File: src/rtl/dot_product_accumulator.sv
// ---------------------------------------------------------------------------
// dot_product_accumulator
//
// Purpose:
//   This block sits after the unsigned array multiplier. It accepts a stream
//   of 2*Width-bit products over a valid/ready handshake and adds up a
//   programmed number of them (the vector length). The unsigned dot-product
//   result is then offered on a second valid/ready handshake.
//
// Ports:
//   clk_i           clock, rising edge
//   rst_i           asynchronous reset, active-high
//   start_i         starts a new accumulation (only sampled in IDLE)
//   len_i           number of products to sum, sampled together with start_i
//   abort_i         synchronous abort; returns the block to IDLE from any state
//   prod_valid_i    product beat valid
//   prod_ready_o    the block accepts a product this cycle
//   prod_i          unsigned product from the multiplier
//   result_valid_o  dot-product result valid
//   result_ready_i  the consumer accepts the result
//   result_o        unsigned dot-product result
//   busy_o          high while accumulating or holding a result
//
// All outputs are decoded from registered state only, so there is no
// combinational path from any input to any output.
// ---------------------------------------------------------------------------
module dot_product_accumulator #(
  parameter int Width    = 8,
  parameter int LenWidth = 8,
  // Derived value; do not override. The largest possible sum,
  // (2^W-1)^2 * (2^L-1), fits in this width, so the accumulator cannot wrap.
  parameter int AccWidth = 2*Width+LenWidth
) (
  input  logic                  clk_i,
  input  logic                  rst_i,
  input  logic                  start_i,
  input  logic [LenWidth-1:0]   len_i,
  input  logic                  abort_i,
  input  logic                  prod_valid_i,
  output logic                  prod_ready_o,
  input  logic [2*Width-1:0]    prod_i,
  output logic                  result_valid_o,
  input  logic                  result_ready_i,
  output logic [AccWidth-1:0]   result_o,
  output logic                  busy_o
);

  localparam logic [1:0] IDLE  = 2'd0;
  localparam logic [1:0] ACCUM = 2'd1;
  localparam logic [1:0] DONE  = 2'd2;

  logic [1:0]          state_q, state_d;
  logic [AccWidth-1:0] acc_q, acc_d;
  logic [LenWidth-1:0] remaining_q, remaining_d;

  // Zero-extended product, lined up with the accumulator width.
  logic [AccWidth-1:0] prod_ext;
  assign prod_ext = {{(AccWidth-2*Width){1'b0}}, prod_i};

  always_comb begin
    state_d     = state_q;
    acc_d       = acc_q;
    remaining_d = remaining_q;
    if (abort_i) begin
      // Abort wins over everything else. A beat offered in this cycle is
      // dropped, because the accumulator is cleared regardless of the handshake.
      state_d     = IDLE;
      acc_d       = '0;
      remaining_d = '0;
    end else begin
      case (state_q)
        IDLE: begin
          if (start_i) begin
            acc_d = '0;
            if (len_i != '0) begin
              remaining_d = len_i;
              state_d     = ACCUM;
            end else begin
              // A zero-length vector goes straight to presenting a result of 0.
              state_d = DONE;
            end
          end
        end
        ACCUM: begin
          // prod_ready_o is high for the whole of ACCUM, so prod_valid_i on
          // its own marks an accepted beat.
          if (prod_valid_i) begin
            acc_d       = acc_q + prod_ext;
            remaining_d = remaining_q - LenWidth'(1);
            if (remaining_q == LenWidth'(1)) begin
              state_d = DONE;
            end
          end
        end
        DONE: begin
          if (result_ready_i) begin
            state_d = IDLE;
          end
        end
        default: begin
          state_d = IDLE;
        end
      endcase
    end
  end

  always_ff @(posedge clk_i or posedge rst_i) begin
    if (rst_i) begin
      state_q     <= IDLE;
      acc_q       <= '0;
      remaining_q <= '0;
    end else begin
      state_q     <= state_d;
      acc_q       <= acc_d;
      remaining_q <= remaining_d;
    end
  end

  assign prod_ready_o   = (state_q == ACCUM);
  assign result_valid_o = (state_q == DONE);
  assign busy_o         = (state_q == ACCUM) || (state_q == DONE);
  // The result bus is driven only while it is valid. It stays stable through
  // DONE because acc_q does not change in that state.
  assign result_o       = (state_q == DONE) ? acc_q : '0;

endmodule

File: config.mk
export PLATFORM = sky130hd
export DESIGN_NAME = dot_product_accumulator
export DESIGN_NICKNAME = d
export VERILOG_FILES = /design/src/rtl/dot_product_accumulator.sv
export SDC_FILE = /design/constraint.sdc
export NUM_CORES = 1
export LEC_CHECK = 0
export ABC_AREA = 1
export CORE_MARGIN = 1.5
export CORE_UTILIZATION = 45
export CTS_BUF_LIST = sky130_fd_sc_hd__clkbuf_8
export CTS_CLUSTER_DIAMETER = 80
export CTS_CLUSTER_SIZE = 25
export DETAILED_ROUTE_END_ITERATION = 6
export PLACE_DENSITY = 0.79
export REMOVE_ABC_BUFFERS = 1
export SLEW_MARGIN = 10
export SYNTH_ARGS = -nofsm -noshare
export SYNTH_HDL_FRONTEND = slang
export SYNTH_SLANG_ARGS = --single-unit
export TNS_END_PERCENT = 50
File: constraint.sdc
create_clock -name clk_i -period 2.5 [get_ports clk_i]
set_input_delay 0.375 -clock clk_i [delete_from_list [all_inputs] [get_ports clk_i]]
set_output_delay 0.375 -clock clk_i [all_outputs]
set_load 0.05 [all_outputs]
==> results of run 1 <==
## power groups by stage
stage | Combinational, W | Clock [W] | Sequential [W]
floorplan | 0.00118 | 0 | 0.000769
global placement | 0.00166 | 0 | 0.000790
detailed placement | 0.00171 | 0 | 0.000796
CTS | 0.00172 | 0.000443 | 0.000788
global route | 0.00192 | 0.000472 | 0.000812
finish | 0.00173 | 0.000440 | 0.000788
## synth_stat cells, drive strengths merged
master,count
nand2,170
inv,77
nor2,54
dfrtp,34
a21oi,32
nand3,30
o21ai,26
ha,21
o22ai,6
nor3,5
clkbuf,4
buf,3
nand4,3
a22o,2
o31ai,2
or2,2
a22oi,1
a31oi,1
a32o,1
and2,1
and3,1
clkinv,1
fa,1
nand3b,1
o211ai,1
o21bai,1
## cell families after synthesis
group,Yosys count
buf+inv,85
flops,34
simple gates,267
compound gates,73
fa+ha+maj,22
## worst paths after layout
path / slack, ns / depth (start not counted) / end / start
worst max-delay path: 0.14 / 3 / prod_ready_o / state_q[1]
worst min-delay path: 0.48 / 3 / acc_q[23] / rst_i
worst max register to register: 0.39 / 8 / acc_q[3] / state_q[1]
worst min register to register: 0.52 / 2 / acc_q[10] / acc_q[10]
max in group asynchronous: 1.71 / 3 / acc_q[2] / rst_i
min in group clk_i: 0.52 / 2 / acc_q[10] / acc_q[10]
## worst max-delay path: cells and delay by family (launching register included)
kind                     cells  cell delay, ns
adder cells (fa/ha/maj)      1            0.33
buffers and inverters        2            0.96
flip-flops                   1            0.40
## flip-flops by register name (all words and copies together), names as in the netlist
name / count
acc_q: 24
remaining_q: 8
state_q: 2
## per-layer routing
metal  GRT usage  vias to the layer above  part of all wire
met2      0.3849                       89              0.48
li1            -                     1648                 -
met4     0.04322                        0            0.0098
met1      0.2950                     1483              0.46
met5           0                        -                 0
met3     0.04055                        8             0.048
## cell type report
cell class,count,share of cell area
sequential,34,0.2159
timing repair buffer,62,0.2171
tap,77,0.02444
multi-input combinational,362,0.4451
inverter,78,0.07429
clock buffer,6,0.02095
clock inverter,2,0.002222
## per-stage QoR
| step | utilization | setup slack (ns) |
|---|---|---|
| after floorplan | - | 0.08590 |
| after global placement | 0.6098 | 0.1147 |
| after detailed placement | 0.6098 | 0.0008062 |
| after CTS | 0.6243 | 0.1446 |
| after global routing | 0.6243 | 0.08215 |
| final | 0.6243 | 0.1352 |
==> metrics, run 1 <==
area taken by multi-input logic gates=1754 µm²; fraction of synthesized cell area in xor and xnor cells=0; Final Skew=0.005302 ns; clock group share of total power=0.149; Final GP Congestion=0.9414; Clk Latency, worst-skew pair=0.30 ns; Detail Placement HPWL=5.853 mm; starting density of the core=0.4641; post-place instance area=3850 µm²; Adder-Cell Fraction of Synth Area=0.09650; largest family of logic cells by synthesized area=simple AND/OR/NAND/NOR gates; Final Max Slew Viols=0; Synth area leader=dfrtp_1; Yosys top cell area share=0.2904; FILL cells=584; worst rel slew slack=0.6721; die width=83.70 µm; Yosys cell types=29; Nets=595; total setup violations reported at the end of the flow=0; period utilization=0.9459; average footprint of a synthesized cell=6.092 µm²; input/output buffers=56; Die Height=83.70 µm; Root Driver=clkbuf_8; Final Hold Vio Count=0; fraction of layout instances using a drive strength above 1=0.07721; first-pass GRT wire length=13.04 mm; leakage power figure=2.149 nW; maximum number of pins on one net before global-route repair=35; Post-CTS Setup Inserts=0; area taken by flip-flops and latches=850.8 µm²; outcome=completed; kind of launch point of the worst setup path=register; Worst VDD drop=0.0005288 V; area of the mapped netlist=2930 µm²; Longest Clk Path Bufs=2; simple-gate share of the synthesized area=0.3659; unrepaired setup endpoints after global routing=false; Compound-Gate Fraction of Synth Area=0.1362; final-layout worst hold slack=0.4791 ns; worst-margin pin slew=0.4902 ns; CTS tree=yes; initial antenna violation count=0; number of standard cells after synthesis=481; classification of the worst setup path=register to primary output; main area contributors after synthesis=dfrtp_1 29%, nand2_1 22%, inv_1 9.9%, ha_1 9.0%, nor2_1 6.8%; fraction of power spent switching nets=0.4887; slowest stage delay, CP=0.86 ns; part of the power in registers=0.267; WL per Instance=12.18 µm; I/O pin count=57; First DRT Iteration DRCs=173; pwr dens=749.8 nW/µm²; area of the die=7005 µm²; drt drc=0; fraction of power consumed by combinational cells=0.584; clock transition at the registers of the reported paths=0.07 ns; instance count after placement with tap cells included=613; Syn-to-layout area delta=34.50%; commonest cells after routing, fill and taps aside=169 x nand2_1, 78 x inv_1, 53 x nor2_1; number of hold-repair buffers added at the cts stage=0; Fin Setup TNS=0 ns; Internal Power=0.001511 W; Synth Register Bits=34; number of CTS-inserted buffers=5; Synth warnings=0; Initial DRT Pass Iterations=4; number of global-route vias before repair=2982; leading cell type in the layout, fill and taps excluded=nand2_1; proportion of synthesized chip area in sequential cells=0.2904; Std-Cell Rows=29; number of instances resized during post-cts repair=0; maximum net fanout on the critical path=9; reported net switching power=0.001444 W; GRT Residual Overflow=0; time the final worst path needs with I/O delays and setup=2.365 ns; Fmax achieved=422.9 MHz; diodes inserted=0; series of cell instances along the critical path=inv_1 -> ha_1 -> clkdlybuf4s50_1; core outline area=6314 µm²; post-layout power=0.002955 W; number of nets with antenna violations after detailed routing=0; post-route standard cell area excluding fillers=3941 µm²; number of vias after detailed routing=3228; slowest cell on the critical path=clkdlybuf4s50_1; mux contribution to synthesized area=0; Critical Path Sink Type=primary output; Overall Global Routing Usage=0.2233; final routed wirelength across all metal layers=7.563 mm; clock net sink count=34; DR vias/cell=5.198; Max-Cap Viols=0; WP data required=2.12 ns; hold crit path type=primary input to asynchronous set/reset pin; H-tree Lvls=2; data arrival time at the worst-slack endpoint=1.99 ns; post-layout instance count excluding filler cells=621
Power figures use the tool's default switching activity.
==> inputs of run 2 (changes only) <==
Settings changed: CTS_CLUSTER_DIAMETER 80 to 120, PLACE_DENSITY 0.79 to 0.71.
==> run 2 against run 1 <==
Worst setup slack gained 0.017 ns. Count of clock-buffer cells in the layout unchanged. Final cell count up 0.16%. First-iteration DRC count increased by 25%. Highest routed layer unchanged. Routed wire length grew 0.95%. Hold slack better by 0.0048 ns.
==> metrics, run 2 (synthesized netlist as in run 1, its figures left out) <==
most flop-heavy register=acc_q; WP data required=2.12 ns; Initial DRT Pass Iterations=5; kind of launch point of the worst setup path=register; Final Skew=0.01253 ns; initial antenna violation count=0; area of the die=7005 µm²; Detail Placement HPWL=5.890 mm; final worst-path setup slack=0.1523 ns; number of instances resized during post-cts repair=0; post-layout power=0.002961 W; outcome=completed; DR vias/cell=5.164; data arrival time at the worst-slack endpoint=1.97 ns; clock net sink count=34; worst rel slew slack=0.6711; Post-CTS Setup Inserts=0; final-layout worst hold slack=0.4840 ns; Max-Cap Viols=0; Syn-to-layout area delta=34.76%; I/O pin count=57; Overall Global Routing Usage=0.2248; fraction of layout instances using a drive strength above 1=0.07890; input/output buffers=56; CTS tree=yes; maximum net fanout on the critical path=9; Fin Setup TNS=0 ns; core outline area=6314 µm²; number of hold-repair buffers added at the cts stage=0; Final Hold Vio Count=0; clock transition at the registers of the reported paths=0.08 ns; GRT Residual Overflow=0; leading cell type in the layout, fill and taps excluded=nand2_1; classification of the worst setup path=register to primary output; number of nets with antenna violations after detailed routing=0; die width=83.70 µm; setup slack on the worst flop-to-flop path=0.47 ns; number of flip-flops in the largest register=24; first-pass GRT wire length=12.97 mm; Longest Clk Path Bufs=2; hold crit path type=primary input to asynchronous set/reset pin; slowest cell on the critical path=clkdlybuf4s50_1; H-tree Lvls=2; Final Max Slew Viols=0; Worst VDD drop=0.0005910 V; Root Driver=clkbuf_8; drt drc=0; Fmax achieved=426.0 MHz; number of vias after detailed routing=3212; total setup violations reported at the end of the flow=0; starting density of the core=0.4641; FILL cells=606; share of the core filled with cells=0.6254; critical path's top delay family=buffers and inverters; leakage power figure=2.155 nW; time the final worst path needs with I/O delays and setup=2.348 ns; series of cell instances along the critical path=inv_1 -> ha_1 -> clkdlybuf4s50_1; buffering stage count on the worst path with inverters included=2; Die Height=83.70 µm; number of CTS-inserted buffers=5; placement-stage worst setup slack=0.05134 ns; commonest cells after routing, fill and taps aside=169 x nand2_1, 78 x inv_1, 53 x nor2_1; pwr dens=749.8 nW/µm²; area taken by multi-input logic gates=1754 µm²; number of global-route vias before repair=2954; diodes inserted=0; period utilization=0.9391; Critical Path Sink Type=primary output; area taken by flip-flops and latches=850.8 µm²; Clk Latency, worst-skew pair=0.30 ns; Final GP Congestion=0.9145; maximum number of pins on one net before global-route repair=35; Nets=596; First DRT Iteration DRCs=217; unrepaired setup endpoints after global routing=false; WL per Instance=12.27 µm; Std-Cell Rows=29; registers with the most flip-flops=acc_q: 24 flops, remaining_q: 8 flops, state_q: 2 flops; worst-margin pin slew=0.4918 ns; slowest stage delay, CP=0.86 ns; final routed wirelength across all metal layers=7.635 mm
-- run 2: cell count changes in the layout (fill, tap and decap cells not counted) --
cell,change
buf_4,+1
-- run 2: area by class of cell --
type                            instances  share of cell area
Clock buffer                            6             0.02091
Clock inverter                          2            0.002218
Timing Repair Buffer                   63              0.2186
Inverter                               78             0.07414
Sequential cell                        34              0.2155
Multi-Input combinational cell        362              0.4442
Tap cell                               77             0.02440
-- run 2: power breakdown --
part           switching (W)  total, W  leakage [nW]  internal (W)
registers           0.000104  0.000789         0.461      0.000685
logic                0.00112   0.00172          1.64      0.000608
clock network       0.000228  0.000447        0.0524      0.000219
total                0.00145   0.00296          2.15       0.00151
-- run 2: metal layers --
| metal | global-route usage | routed length, µm | vias up |
|---|---|---|---|
| met1 | 0.2926 | 3587 | 1454 |
| met4 | 0.06855 | 115 | 0 |
| li1 | - | - | 1649 |
| met2 | 0.3864 | 3587 | 98 |
| met5 | 0 | 0 | - |
| met3 | 0.03264 | 345 | 11 |
-- run 2: through the flow --
stage	instance area (µm²)	std cells
final	3949	622
after global routing	3949	622
after CTS	3949	622
after detailed placement	3857	614
after global placement	3857	614
after floorplan	2898	474
-- run 2: worst min-delay path: cells and delay by family --
family	cells	cell delay, ns
buffers and inverters	3	0.83
-- run 2: worst paths after layout --
check / from / end / depth (start not counted)
min: rst_i / acc_q[15] / 3
min in group clk_i: acc_q[6] / acc_q[6] / 2
max: state_q[1] / prod_ready_o / 3
max reg2reg: acc_q[0] / acc_q[20] / 10
min reg2reg: acc_q[6] / acc_q[6] / 2
max in group asynchronous: rst_i / remaining_q[3] / 3
==> inputs of run 3 (changes only) <==
Settings changed: REMOVE_ABC_BUFFERS 1 to unset.
==> run 3 against run 2 <==
Critical endpoint unchanged. Sequential power about the same. Sequential cell count did not move. Highest routed layer unchanged. Total power about the same. Worst setup slack gained 0.10 ns. Critical path depth unchanged. Core utilization is the same. Largest power group unchanged. Clock skew fell by 0.0037 ns.
==> metrics, run 3 (synthesized netlist as in run 1, its figures left out) <==
Syn-to-layout area delta=34.76%; worst rel slew slack=0.6621; total setup violations reported at the end of the flow=0; Die Height=83.70 µm; part of the power in registers=0.266; fraction of layout instances using a drive strength above 1=0.07890; start point of the critical path=state_q[1]; series of cell instances along the critical path=inv_1 -> ha_1 -> clkdlybuf4s50_1; number of CTS-inserted buffers=5; number of nets with antenna violations after detailed routing=0; maximum number of pins on one net before global-route repair=35; Clk Latency, worst-skew pair=0.30 ns; slowest stage delay, CP=0.84 ns; fraction of power consumed by combinational cells=0.583; number of hold-repair buffers added at the cts stage=0; fraction of power spent switching nets=0.4890; number of instances resized during post-cts repair=0; die width=83.70 µm; unrepaired setup endpoints after global routing=false; reported net switching power=0.001447 W; Root Driver=clkbuf_8; number of global-route vias before repair=3079; registers with the most flip-flops=acc_q: 24 flops, remaining_q: 8 flops, state_q: 2 flops; First DRT Iteration DRCs=171; kind of launch point of the worst setup path=register; drt drc=0; core outline area=6314 µm²; critical path's top delay family=buffers and inverters; instance count after placement with tap cells included=614; first-pass GRT wire length=13.33 mm; Critical Path Sink Type=primary output; final routed wirelength across all metal layers=7.629 mm; GRT Residual Overflow=0; leakage power figure=2.155 nW; DR vias/cell=5.141; post-place instance area=3857 µm²; slowest cell on the critical path=clkdlybuf4s50_1; clock group share of total power=0.151; starting density of the core=0.4641; WL per Instance=12.27 µm; post-route standard cell area excluding fillers=3949 µm²; commonest cells after routing, fill and taps aside=169 x nand2_1, 78 x inv_1, 53 x nor2_1; Post-CTS Setup Inserts=0; initial antenna violation count=0; Internal Power=0.001513 W; total nets after synthesis=533; diodes inserted=0; Fin Setup TNS=0 ns; hold crit path type=primary input to asynchronous set/reset pin; period utilization=0.8982; time the final worst path needs with I/O delays and setup=2.246 ns; maximum net fanout on the critical path=4; number of flip-flops in the largest register=24; reg-to-reg startpoint=state_q[1]; data arrival time at the worst-slack endpoint=1.87 ns; I/O pin count=57; pwr dens=749.6 nW/µm²; post-layout instance count excluding filler cells=622; WP data required=2.12 ns; clock net sink count=34; FILL cells=609; Final Max Slew Viols=0; Final Skew=0.008840 ns; Nets=596; most flop-heavy register=acc_q; Detail Placement HPWL=5.871 mm; Worst VDD drop=0.0005962 V; H-tree Lvls=2; leading cell type in the layout, fill and taps excluded=nand2_1; number of vias after detailed routing=3198; buffering stage count on the worst path with inverters included=2; Max-Cap Viols=0; input/output buffers=56; Std-Cell Rows=29; Final Hold Vio Count=0; setup slack on the worst flop-to-flop path=0.44 ns; Fmax achieved=445.3 MHz; clock transition at the registers of the reported paths=0.08 ns; Final GP Congestion=0.9180; Longest Clk Path Bufs=2; CTS tree=yes; classification of the worst setup path=register to primary output; outcome=completed; Overall Global Routing Usage=0.2291; area of the die=7005 µm²; worst-margin pin slew=0.5053 ns; final-layout worst hold slack=0.4719 ns; Initial DRT Pass Iterations=4
run 3: cell counts in the layout (fill, tap and decap cells not counted):
No cell type changed its count.
run 3: cell type report:
| class | instances | area, µm² | area share |
|---|---|---|---|
| multi-input cells | 362 | 1754 | 0.4442 |
| inverters | 78 | 292.8 | 0.07414 |
| clock buffers | 6 | 82.58 | 0.02091 |
| clock inverters | 2 | 8.758 | 0.002218 |
| well taps | 77 | 96.34 | 0.02440 |
| flip-flops and latches | 34 | 850.8 | 0.2155 |
| repair buffers | 63 | 863.3 | 0.2186 |
run 3: per-stage QoR:
| stage | power, W | utilization | setup slack, ns |
|---|---|---|---|
| after floorplan | 0.001987 | - | 0.2782 |
| after global placement | 0.002469 | 0.6110 | 0.1133 |
| after detailed placement | 0.002508 | 0.6110 | 0.04362 |
| after CTS | 0.002958 | 0.6254 | 0.2604 |
| after global routing | 0.003238 | 0.6254 | 0.1978 |
| final | 0.002960 | 0.6254 | 0.2544 |
run 3: power by group through the flow:
stage / Clock, W / Combinational [W] / Sequential [W]
after CTS: 0.000452 / 0.00172 / 0.000788
after detailed placement: 0 / 0.00171 / 0.000796
after global routing: 0.000473 / 0.00195 / 0.000811
final: 0.000446 / 0.00173 / 0.000789
after floorplan: 0 / 0.00122 / 0.000769
after global placement: 0 / 0.00168 / 0.000789
run 3: per-layer routing:
layer	wire (µm)	global-route usage	vias up
met3	361	0.03660	10
met1	3503	0.2966	1455
met5	0	0	-
li1	-	-	1646
met2	3661	0.3952	87
met4	103	0.06557	0
run 3: final timing paths:
path,endpoint,depth (start not counted)
worst min register to register,acc_q[8],2
min in group clk_i,acc_q[8],2
max in group asynchronous,acc_q[16],3
worst max-delay path,prod_ready_o,3
worst min-delay path,acc_q[4],3
worst max register to register,acc_q[4],8
run 3: worst register-to-register path: stages, from the launching register on:
cell and delay [ns]:
dfrtp_1 0.39, inv_1 0.08, ha_1 0.24, buf_4 0.19
inv_1 0.15, nor2_1 0.09, nand2_2 0.17, clkinv_1 0.32
a32o_1 0.33
==> RTL change 1 (config.mk and constraints of run 3) <==
Set the parameter `Width` to 10 (it was 8).
--- a/src/rtl/dot_product_accumulator.sv
+++ b/src/rtl/dot_product_accumulator.sv
@@ -25,7 +25,7 @@
 // combinational path from any input to any output.
 // ---------------------------------------------------------------------------
 module dot_product_accumulator #(
-  parameter int Width    = 8,
+  parameter int Width    = 10,
   parameter int LenWidth = 8,
   // Derived value; do not override. The largest possible sum,
   // (2^W-1)^2 * (2^L-1), fits in this width, so the accumulator cannot wrap.
Ports: changed (resized prod_i and result_o); port bits go from 57 to 65. No check against the original RTL was run, so the function may have changed too.
==> RTL change 1 against run 3 <==
  * Critical path depth unchanged
  * Die area up 20%
  * Power is 15% higher
  * Sequential cell count up 4
  * Core utilization down 1.3 points
  * Cell area increased by 19%
  * Register-to-register slack lost 0.03 ns
  * Non-clock buffer count rose by 7
  * Highest routed layer unchanged
  * Count of clock-buffer cells in the layout stayed put
  * Sequential power rose by 12%
  * Setup slack gained 0.0083 ns
  * Synthesized area up 21%
  * Routed wire length rose by 31%
==> RTL change 1: results (changes against run 3) <==
grt:
  met2_usage: 0.4019  # +0.006691
  grt_max_degree: 39  # +11%
  vias_in_the_first_global_route: 3620  # +18%
  gr_util_met3: 0.03151  # -0.005088
  grt_first_pass_wirelength_um: 16690  # +25%
  grt.total_usage: 0.2456  # +0.01642
logic_synthesis:
  async_flop_share: 1.000  # unchanged
  yosys-top-cells-area: "sky130_fd_sc_hd__dfrtp_1, sky130_fd_sc_hd__nand2_1, sky130_fd_sc_hd__inv_1, sky130_fd_sc_hd__ha_1, sky130_fd_sc_hd__nor2_1"
  yosysSeqAreaShare: 0.2677  # -0.02265
  synthesis.nets: 663  # +24%
  synth.top_cells.by_count: "sky130_fd_sc_hd__nand2_1, sky130_fd_sc_hd__inv_1, sky130_fd_sc_hd__nor2_1"
finish:
  num-nets-final: 732  # +23%
  largestRegisters: "acc_q x28, remaining_q x8, state_q x2"
  final_layout_size_suffix_gt1_frac: 0.07875  # -0.0001472
  layout.filler_cells: 767  # +26%
  finalNonFillerCells: 775  # +25%
timing:
  timing.max_slew.rel_slack: 0.6498  # -0.01229
  clock-skew-final_ns: 0.01116  # +0.002316 ns
critical_path:
  ff2ff_setup_slack_ns: 0.41  # -0.03 ns
  r2r_end: "acc_q[21]$_DFFE_PP0P_"
  regToRegStartpoint: "acc_q[6]$_DFFE_PP0P_"
  reg2reg_depth: 10  # +2
routing:
  detailedRoute.firstPassIterationCount: 5  # +1
  routed_wirelength_um: 10020  # +31%
  drtIter0Drc: 234  # +37%
clocking:
  clkSlewWorstSetupHoldPaths_ns: 0.09
placed_design:
  portBuffers: 64  # +14%
  hpwl_um: 7855  # +34%
  numPlacedInstances: 767  # +25%
  globalplace.congestion: 0.8807  # -4.1%
run_status:
  run_status: "finished clean"
power:
  vdd_drop_max_v: 0.0006005  # +0.72%
  p_leak_uw: 0.002607  # +21%
[RTL change 1: worst max-delay path, delay by kind of cell, from the launching register on]
family / cells / cell delay, ns
buffers and inverters: 2 / 0.92
DFF: 1 / 0.41
adders and majority gates: 1 / 0.24
[RTL change 1: cells by family (layout without fill, tap and decap cells)]
kind of cell,Yosys count,in the layout,synth area share
AOI/OAI and AO/OA,79,79,0.1219
adders and majority gates,26,26,0.09370
buffers and inverters,114,184,0.1233
DFF,38,38,0.2677
and+or+nand+nor,346,346,0.3934
[RTL change 1: per-stage QoR]
stage / power, µW / hold slack [ns] / instance area, µm² / worst slack (ns)
6_report: 3394 / 0.4960 / 4710 / 0.2627
5_1_grt: 3665 / 0.5572 / 4710 / 0.1883
4_1_cts: 3384 / 0.5201 / 4710 / 0.2430
3_5_place_dp: 2902 / 0.4986 / 4618 / 0.07352
3_3_place_gp: 2859 / 0.4885 / 4618 / 0.08435
2_1_floorplan: 2283 / 0.4654 / 3552 / 0.1945
[RTL change 1: area by class of cell]
type	count	share of cell area
clock buffers	6	0.01753
multi-input cells	451	0.4594
well taps	102	0.02710
inverters	106	0.08502
repair buffers	70	0.2072
flip-flops and latches	38	0.2019
clock inverters	2	0.001860
[RTL change 1: where the power goes]
part | switching (µW) | internal (µW) | leakage (µW) | total [µW]
Clock | 254 | 219 | 0.0000524 | 474
Sequential | 125 | 762 | 0.000516 | 887
Combinational | 1350 | 687 | 0.00204 | 2030
[RTL change 1: layer usage]
metal  routed length, µm  vias to the layer above
met5                   0                        -
met4                 168                        0
met3                 571                       12
met2                4538                      130
met1                4744                     1782
li1                    -                     2008
==> RTL change 2 (flow settings as in run 3) <==
Without the edit above. Reset style: synchronous (`rst_i`), changed in one clocked block. Comments in the files are not updated.
--- a/src/rtl/dot_product_accumulator.sv
+++ b/src/rtl/dot_product_accumulator.sv
@@ -104,7 +104,7 @@
     end
   end
 
-  always_ff @(posedge clk_i or posedge rst_i) begin
+  always_ff @(posedge clk_i) begin
     if (rst_i) begin
       state_q     <= IDLE;
       acc_q       <= '0;
Function: differs if rst_i is asserted again (counterexample within 4 cycles, from zero or initial values and one cycle with rst_i high); with rst_i held inactive, the same outputs for 4 cycles.
==> RTL change 2 against run 3 <==
  * Synthesized area increased by 2.0%
  * Sequential cell count unchanged
  * Routed wire length increased by 8.4%
  * Fmax decreased by 1.8%
  * Cell count increased by 7.2%
  * Setup slack got worse by 0.042 ns
  * Core utilization increased by 0.27 points
  * Cell area increased by 1.6%
  * Largest cell class unchanged
  * Highest routed layer unchanged
Power is not compared: it rests on default switching activity, and its combinational part moved more than twofold at a synthesized area within 25%.
==> RTL change 2: results (changes against run 3) <==
run_status:
  run_status: "finished clean"
finish:
  final_layout_size_suffix_gt1_frac: 0.09831  # +0.01941
  num-nets-final: 641  # +7.6%
  antenna_cells: 0  # unchanged
  finalNonFillerCells: 667  # +7.2%
routing:
  viasPerCell: 5.064  # -1.5%
  drtIter0Drc: 146  # -15%
  detailedRoute.firstPassIterationCount: 5  # +1
  wire_per_inst_um: 12.40  # +1.1%
logic_synthesis:
  yosys-top-cells-area: "sky130_fd_sc_hd__dfxtp_1, sky130_fd_sc_hd__nand2_1, sky130_fd_sc_hd__inv_1, sky130_fd_sc_hd__ha_1, sky130_fd_sc_hd__a21oi_1"
  synth.top_cells.by_count: "sky130_fd_sc_hd__nand2_1, sky130_fd_sc_hd__inv_1, sky130_fd_sc_hd__nor2_1"
  synthDistinctLibCells: 32  # +10%
  synth_warnings: 0  # unchanged
  post_synth_fa_ha_maj_area_fraction: 0.09456  # -0.001938
  syn_area_per_cell_um2: 5.685  # -6.7%
  synth_xor_area_frac: 0.005858  # +0.005858
  synth_compound_gate_area_share: 0.1368  # +0.0006117
  yosysSeqAreaShare: 0.2276  # -0.06274
  ys_dominant_reg_cell: "sky130_fd_sc_hd__dfxtp_1"
  synthesis.nets: 578  # +8.4%
  async_flop_share: 0  # -1.000
  muxShareOfSynthArea: 0  # unchanged
power:
  p_leak_uw: 0.002003
  vdd_drop_max_v: 0.0003490
critical_path:
  critical_path_peak_fanout: 7  # +3
  cp_data_arrival_time_ns: 1.91  # +0.04 ns
  cpPeakStageDelay_ns: 0.87  # +0.03 ns
placed_design:
  post-place-ws_ns: -0.02227  # -0.06588 ns
  numPlacedInstances: 659  # +7.3%
  portBuffers: 56  # unchanged
  hpwl_um: 6681  # +14%
  globalplace.congestion: 0.9886  # +7.7%
  dpl_cell_area_um2: 3920  # +1.6%
timing:
  timing.max_slew.rel_slack: 0.5966  # -0.06552
  clock-skew-final_ns: 0.01285  # +0.004012 ns
grt:
  grt_first_pass_wirelength_um: 13970  # +4.8%
  grt.total_usage: 0.2394  # +0.01023
  grt_max_degree: 20  # -43%
  vias_in_the_first_global_route: 3146  # +2.2%
clocking:
  post_cts_repair_setup_buffers: 0  # unchanged
  clkSlewWorstSetupHoldPaths_ns: 0.08  # about the same
  cts_resized: 0  # unchanged
  root_buffer: "sky130_fd_sc_hd__clkbuf_8"
  h-tree-depth: 2  # unchanged
worst_hold_path:
  hold_path_class: "flop to flop"
[RTL change 2: path summary, 6_finish.rpt]
| check | startpoint | cells after the start | slack [ns] | to |
|---|---|---|---|---|
| worst max-delay path | state_q[1]$_SDFFE_PP0P_ | 3 | 0.21 | prod_ready_o |
| worst min-delay path | acc_q[8]$_SDFFE_PP0P_ | 2 | 0.49 | acc_q[8]$_SDFFE_PP0P_ |
| worst max register to register | acc_q[0]$_SDFFE_PP0P_ | 9 | 0.43 | acc_q[16]$_SDFFE_PP0P_ |
| worst min register to register | acc_q[8]$_SDFFE_PP0P_ | 2 | 0.49 | acc_q[8]$_SDFFE_PP0P_ |
[RTL change 2: cell type report]
cell class	instances	area, µm²
Clock buffer	6	82.58
Sequential cell	34	680.7
Clock inverter	2	8.758
Fill cell	617	2375
Multi-Input combinational cell	389	1908
Timing Repair Buffer	66	885.9
Inverter	93	349.1
Tap cell	77	96.34
[RTL change 2: layer usage]
| layer | vias to the layer above | global-route usage | part of all wire |
|---|---|---|---|
| met5 | - | 0 | 0 |
| met4 | 0 | 0.07038 | 0.016 |
| met3 | 12 | 0.03638 | 0.046 |
| met2 | 97 | 0.4062 | 0.49 |
| met1 | 1510 | 0.3143 | 0.45 |
| li1 | 1759 | - | - |
[RTL change 2: power by group]
| part | internal (µW) | leakage [µW] | switching [µW] |
|---|---|---|---|
| Combinational | 153 | 0.00168 | 246 |
| Sequential | 558 | 0.000275 | 13.8 |
| Clock | 219 | 0.0000524 | 225 |
[RTL change 2: worst max-delay path, delay by kind of cell, from the launching register on]
family                     cells  cell delay (ns)
buffers and inverters          2             0.95
adders and majority gates      1             0.35
DFF                            1             0.31
